--- config.mk ---
export PLATFORM = sky130hd
export DESIGN_NAME = wb_port_sched
export DESIGN_NICKNAME = d
export VERILOG_FILES = /design/src/rtl/wb_port_sched_pkg.sv /design/src/rtl/wb_port_sched_scoreboard.sv /design/src/rtl/wb_port_sched.sv
export SDC_FILE = /design/constraint.sdc
export NUM_CORES = 1
export LEC_CHECK = 0
export CAP_MARGIN = 0
export CELL_PAD_IN_SITES_DETAIL_PLACEMENT = 1
export CELL_PAD_IN_SITES_GLOBAL_PLACEMENT = 1
export CORE_MARGIN = 2
export CORE_UTILIZATION = 47
export DETAILED_ROUTE_END_ITERATION = 10
export DONT_BUFFER_PORTS = 1
export PLACE_DENSITY = 0.79
export SYNTH_ARGS = -nofsm -noshare
export SYNTH_HDL_FRONTEND = slang
export SYNTH_SLANG_ARGS = --single-unit
--- constraint.sdc ---
create_clock -name clk -period 2.12 [get_ports clk]
set_clock_uncertainty 0.1 [all_clocks]
set_input_delay 0.212 -clock clk [delete_from_list [all_inputs] [get_ports clk]]
set_output_delay 0.212 -clock clk [all_outputs]
set_load 0.1 [all_outputs]
--- src/rtl/wb_port_sched_pkg.sv ---
// Shared constants for the write-back scheduler: register file geometry, grant encoding, starvation default.
// Latency: n/a (constants only).
// Backpressure: n/a.
package wb_port_sched_pkg;

  localparam int REG_LEN = 32;
  localparam int REG_NUM = 32;

  // Grant encoding: which requester owns the write port this cycle
  localparam logic WB_SRC_EX = 1'b0;
  localparam logic WB_SRC_LD = 1'b1;

  localparam int WB_STARVE_LIM = 2;

endpackage

--- src/rtl/wb_port_sched_scoreboard.sv ---
// Pending-write scoreboard: one bit per register with an outstanding long-latency write.
// Latency: set/clear visible one cycle after the edge; lookups are combinational.
// Backpressure: none; set wins over clear on the same index, x0 never marked.
module wb_scoreboard
  import wb_port_sched_pkg::*;
#(
  parameter int ADDR_LEN = 5
) (
  input  logic                clk,
  input  logic                rst_n,
  input  logic                i_set_vld,
  input  logic [ADDR_LEN-1:0] i_set_idx,
  input  logic                i_clr_vld,
  input  logic [ADDR_LEN-1:0] i_clr_idx,
  input  logic [ADDR_LEN-1:0] i_rs1,
  input  logic [ADDR_LEN-1:0] i_rs2,
  output logic                o_pend_rs1,
  output logic                o_pend_rs2
);

  logic [REG_NUM-1:0] r_pend;
  logic [REG_NUM-1:0] w_set;
  logic [REG_NUM-1:0] w_clr;

  // One-hot set/clear masks; x0 is excluded from the set mask so it can never become pending
  always_comb begin
    w_set = '0;
    w_clr = '0;
    if (i_set_vld && (i_set_idx != '0)) w_set[i_set_idx] = 1'b1;
    if (i_clr_vld)                      w_clr[i_clr_idx] = 1'b1;
  end

  // Clear first, then OR in the set so a same-cycle reissue keeps the bit
  always_ff @(posedge clk) begin
    if (!rst_n) r_pend <= '0;
    else        r_pend <= (r_pend & ~w_clr) | w_set;
  end

  assign o_pend_rs1 = r_pend[i_rs1];
  assign o_pend_rs2 = r_pend[i_rs2];

endmodule

--- src/rtl/wb_port_sched.sv ---
// Write-back port arbiter (execute vs load) with starvation guard, registered write stage and load-use stall.
// Latency: accepted write reaches reg_wr/rd/rd_d one cycle later; ready and stall are combinational.
// Backpressure: execute wins by default; load wins once it has waited STARVE_LIM cycles while valid.
module wb_port_sched
  import wb_port_sched_pkg::*;
#(
  parameter int ADDR_LEN   = 5,
  parameter int STARVE_LIM = WB_STARVE_LIM
) (
  input  logic                clk,
  input  logic                rst_n,
  input  logic                ex_valid,
  output logic                ex_ready,
  input  logic [ADDR_LEN-1:0] ex_rd,
  input  logic [REG_LEN-1:0]  ex_d,
  input  logic                ld_valid,
  output logic                ld_ready,
  input  logic [ADDR_LEN-1:0] ld_rd,
  input  logic [REG_LEN-1:0]  ld_d,
  input  logic                iss_valid,
  input  logic [ADDR_LEN-1:0] iss_rd,
  input  logic [ADDR_LEN-1:0] dec_rs1,
  input  logic [ADDR_LEN-1:0] dec_rs2,
  output logic                stall,
  output logic                reg_wr,
  output logic [ADDR_LEN-1:0] rd,
  output logic [REG_LEN-1:0]  rd_d
);

  logic [1:0]          r_wait_cnt;
  logic                r_reg_wr;
  logic [ADDR_LEN-1:0] r_rd;
  logic [REG_LEN-1:0]  r_rd_d;

  logic                w_ld_pri;
  logic                w_src;
  logic                w_ex_xfer;
  logic                w_ld_xfer;
  logic                w_xfer;
  logic [ADDR_LEN-1:0] w_rd;
  logic [REG_LEN-1:0]  w_d;
  logic                w_pend_rs1;
  logic                w_pend_rs2;

  // Grant: load takes the port only when starved or when execute is idle
  always_comb begin
    w_ld_pri  = ld_valid && (r_wait_cnt == 2'(STARVE_LIM));
    w_src     = (w_ld_pri || !ex_valid) ? WB_SRC_LD : WB_SRC_EX;
    ex_ready  = ex_valid && (w_src == WB_SRC_EX);
    ld_ready  = ld_valid && (w_src == WB_SRC_LD);
    w_ex_xfer = ex_valid && ex_ready;
    w_ld_xfer = ld_valid && ld_ready;
    w_xfer    = w_ex_xfer || w_ld_xfer;
    w_rd      = (w_src == WB_SRC_LD) ? ld_rd : ex_rd;
    w_d       = (w_src == WB_SRC_LD) ? ld_d  : ex_d;
  end

  // Starvation counter: counts refused load cycles, saturating at the limit
  always_ff @(posedge clk) begin
    if (!rst_n)                     r_wait_cnt <= '0;
    else if (!ld_valid || w_ld_xfer) r_wait_cnt <= '0;
    else if (r_wait_cnt != 2'(STARVE_LIM)) r_wait_cnt <= r_wait_cnt + 2'd1;
  end

  // Output stage: capture the winner; writes to x0 are accepted but never enabled
  always_ff @(posedge clk) begin
    if (!rst_n) begin
      r_reg_wr <= 1'b0;
      r_rd     <= '0;
      r_rd_d   <= '0;
    end else begin
      r_reg_wr <= w_xfer && (w_rd != '0);
      if (w_xfer) begin
        r_rd   <= w_rd;
        r_rd_d <= w_d;
      end
    end
  end

  wb_scoreboard #(
    .ADDR_LEN (ADDR_LEN)
  ) u_sb (
    .clk        (clk),
    .rst_n      (rst_n),
    .i_set_vld  (iss_valid),
    .i_set_idx  (iss_rd),
    .i_clr_vld  (w_ld_xfer),
    .i_clr_idx  (ld_rd),
    .i_rs1      (dec_rs1),
    .i_rs2      (dec_rs2),
    .o_pend_rs1 (w_pend_rs1),
    .o_pend_rs2 (w_pend_rs2)
  );

  // Stall on a nonzero source that is pending or still sitting in the output stage
  always_comb begin
    stall = 1'b0;
    if ((dec_rs1 != '0) && (w_pend_rs1 || (r_reg_wr && (r_rd == dec_rs1)))) stall = 1'b1;
    if ((dec_rs2 != '0) && (w_pend_rs2 || (r_reg_wr && (r_rd == dec_rs2)))) stall = 1'b1;
  end

  assign reg_wr = r_reg_wr;
  assign rd     = r_rd;
  assign rd_d   = r_rd_d;

endmodule
==> results.sh <==
export IMPL_status="complete, but fails checks"
export IMPL_violations="setup timing"
export IMPL_core_area_sq_mm=0.00813
export IMPL_ys_seq_area_share_pct=36.9
export IMPL_root_buffer="clkbuf_8"
export IMPL_netlist_instances=405
export IMPL_initial_core_util_pct=48.0
export IMPL_cts_htree_levels=3
export IMPL_worst_pin_slew_ps=678
export IMPL_worstHoldPathType="in2reg"
export IMPL_antenna_left=0
export IMPL_fin_nets=585
export IMPL_clockPowerShare_pct=34.5
export IMPL_clockBufferDepth=2
export IMPL_cp_data_required_time_ps=1810
export IMPL_die_h_um=95.2
export IMPL_path_max_fanout=2
export IMPL_r2r_start="r_wait_cnt[0]"
export IMPL_dp_hpwl_um=8790
export IMPL_period_share_pct=127
export IMPL_synth_top_area_share_pct=36.9
export IMPL_p_per_area_mw_per_mm2=724
export IMPL_grt_pass1_vias=4232
export IMPL_grt_max_degree=72
export IMPL_firstDrtPassIters=5
export IMPL_dieWidth_um=95.2
export IMPL_use_met3_pct=10.0
export IMPL_io_pins=135
export IMPL_synth_area_leaders="dfxtp_1 (37%), mux2i_1 (10%), o211a_1 (9.5%)"
export IMPL_rsz0062_at_grt="yes"
export IMPL_antenna_found_initial=0
export IMPL_crit_arrival_ps=2390
export IMPL_cts_tree="done"
export IMPL_ys_types=38
export IMPL_p_sw_share_pct=35.5
export IMPL_share_seq_of_total_power_pct=38.6
export IMPL_fin_ws_ps=-579
export IMPL_critPathLaunchType="register"
export IMPL_synth_seq_cells=72
export IMPL_drt_initial_drc_count=335
export IMPL_syn2layout_area_growth_pct=33.6
export IMPL_wl_per_cell_um=28.6
export IMPL_io_buffer_count=0
export IMPL_ys_warn_count=0
export IMPL_fin_crit_ps=2700
export IMPL_drc=0
export IMPL_leakage_uw=0.00239
export IMPL_slew_violations=0
export IMPL_synth_edff_count=0
export IMPL_synth_area_leader_cell="dfxtp_1"
export IMPL_hold_viol_final=0
export IMPL_syn_area_per_cell_sq_um=9.65
export IMPL_synth_most_common_cell="nand2_1"
export IMPL_clock_sinks=72
export IMPL_peakVddDrop_mv=0.464
export IMPL_intPower_uw=2440
export IMPL_synth_area_sq_mm=0.00391
export IMPL_cts_made_buffers=9
export IMPL_max_slew_margin_pct=54.6
export IMPL_synthFlopType="dfxtp_1"
export IMPL_clk_latency_ps=370
export IMPL_hold_end="rd_d[12]"
export IMPL_pwr_share_comb_pct=26.9
export IMPL_ys_top_cells_by_count="nand2_1 (79), dfxtp_1 (72), mux2i_1 (39)"
export IMPL_synthArstFlopShare_pct=0
export IMPL_drive_above_1_share_pct=22.2
export IMPL_p_total_uw=3780
export IMPL_r2r_setup_slack_ps=-10
export IMPL_finalSetupViolations=3
export IMPL_antenna_cells=0
export IMPL_route_vias_total=4005
export IMPL_critPathMaxStageDelay_ps=530
export IMPL_min_path_cells=3
export IMPL_routed_wl_um=17200
export IMPL_gp_congestion=0.822
export IMPL_grt_use_total_pct=35.7
export IMPL_switchingPower_uw=1340
export IMPL_utilization_pct=64.2
export IMPL_cp_common_cell="mux4_2"
export IMPL_endpoint_kind="primary output"
export IMPL_tns_ps=-623
export IMPL_met2_usage_pct=60.7
export IMPL_top_usage_layer="met2"
export IMPL_maxCapViolCount=0
export IMPL_worstSetupPathType="reg2out"
export IMPL_gr_total_overflow=0
export IMPL_die_area_sq_mm=0.00906
export IMPL_path_cells="buf_4 -> mux4_2 -> mux4_2 -> nor3_4 -> o32ai_4 -> buf_12"
export IMPL_reg2reg_depth=7
export IMPL_pre_cts_ws_ps=-170
export IMPL_cp_slowest_cell="mux4_2"
export IMPL_max_freq_mhz=371
export IMPL_rr_endpoint="u_sb.r_pend[6]"
export IMPL_grt_pass1_wl_um=23500
export IMPL_viasPerCell=6.68
export IMPL_met1_usage_pct=38.3
export IMPL_syn_nets=500
export IMPL_clk_pin_slew_worst_paths_ps=90
export IMPL_num_rows=33
export IMPL_hp_start="ld_d[12]"
[routing by layer]
layer,part of all wire [%],wire [um],vias to the layer above
met5,0,0,-
met4,5.6,963,0
met3,8.5,1460,85
met2,51,8700,297
met1,35,6060,1974
li1,-,-,1649
[worst max-delay path: cells and delay by family (launching register included)]
family,cells,cell delay (ps)
AO/OA/AOI/OAI,1,140
buffers and inverters,2,340
flip-flops,1,350
multiplexers,2,980
AND/OR/NAND/NOR,1,210
[state kept, by name, indices dropped and copies added (netlist names)]
name,count
reg_wr,1
r_wait_cnt,2
u_sb.r_pend,32
rd,5
rd_d,32
[layout make-up]
class	count	area, sq um
Fill cell	858	2910
Clock buffer	10	138
Multi-Input combinational cell	300	2400
Inverter	3	11.3
Tap cell	105	131
Sequential cell	72	1460
Timing Repair Buffer	104	985
Clock inverter	6	90.1
[how the worst max path moves through the flow]
stage | from | to | slack [ps] | depth (start not counted)
4_1_cts | u_sb.r_pend[14] | stall | -460 | 6
3_3_place_gp | u_sb.r_pend[29] | stall | -110 | 6
5_1_grt | u_sb.r_pend[3] | stall | -610 | 6
3_5_place_dp | u_sb.r_pend[29] | stall | -170 | 6
2_1_floorplan | rd[4] | stall | -220 | 5
6_report | u_sb.r_pend[3] | stall | -580 | 6
[per-stage QoR]
stage	hold slack, ps	cells	instance area, sq um
finish	11.5	600	5220
global route	31.4	600	5220
global placement	241	537	4430
detailed placement	251	537	4430
CTS	4.27	596	5150
floorplan	268	405	3960
[what timing repair did]
action	4_1_cts	5_1_grt
cloned	0	1
hold endpoints to repair	72	0
resized for setup	14	6
setup buffers	0	3
pin swaps	1	1
setup endpoints to repair	15	18
hold buffers	43	0
[cell families after synthesis]
family | count (synthesis) | share of synthesized area (%)
DFF | 72 | 36.9
buffers and inverters | 33 | 3.46
and+or+nand+nor | 123 | 14.3
AOI/OAI and AO/OA | 108 | 21.4
xor gates and xnor gates | 10 | 2.24
muxes | 58 | 21.4
adders and majority gates | 1 | 0.320
[layout by cell type (no fill, tap or decap), drive strengths merged]
cell         instances
dlygate4sd3         42
a21boi              31
o21ai               33
buf                 61
nand2               79
xnor2                6
and3                 4
o211a               37
nand4b               1
or4                  2
clkinv               2
nor3b                5
nor2                10
o32ai                1
o211ai               1
dfxtp               72
ha                   1
or2                  1
nor4                 2
clkbuf              11
nand3                2
bufinv               2
a22oi                1
a2111oi              1
nand4                1
mux2                 1
nor3                 5
mux4                18
a21bo                1
inv                  5
o2111a               1
a211oi               1
xor2                 4
nor2b                4
nand2b               3
and3b                3
nand3b               1
mux2i               39
[power groups by stage]
stage,Clock [uW],Sequential (uW),Combinational [uW]
after floorplan,0,1890,320
after global placement,0,1480,831
after detailed placement,0,1480,852
after CTS,1290,1450,955
after global routing,1360,1460,1040
final,1300,1460,1020
No activity file was read; power rests on OpenSTA's default activity.
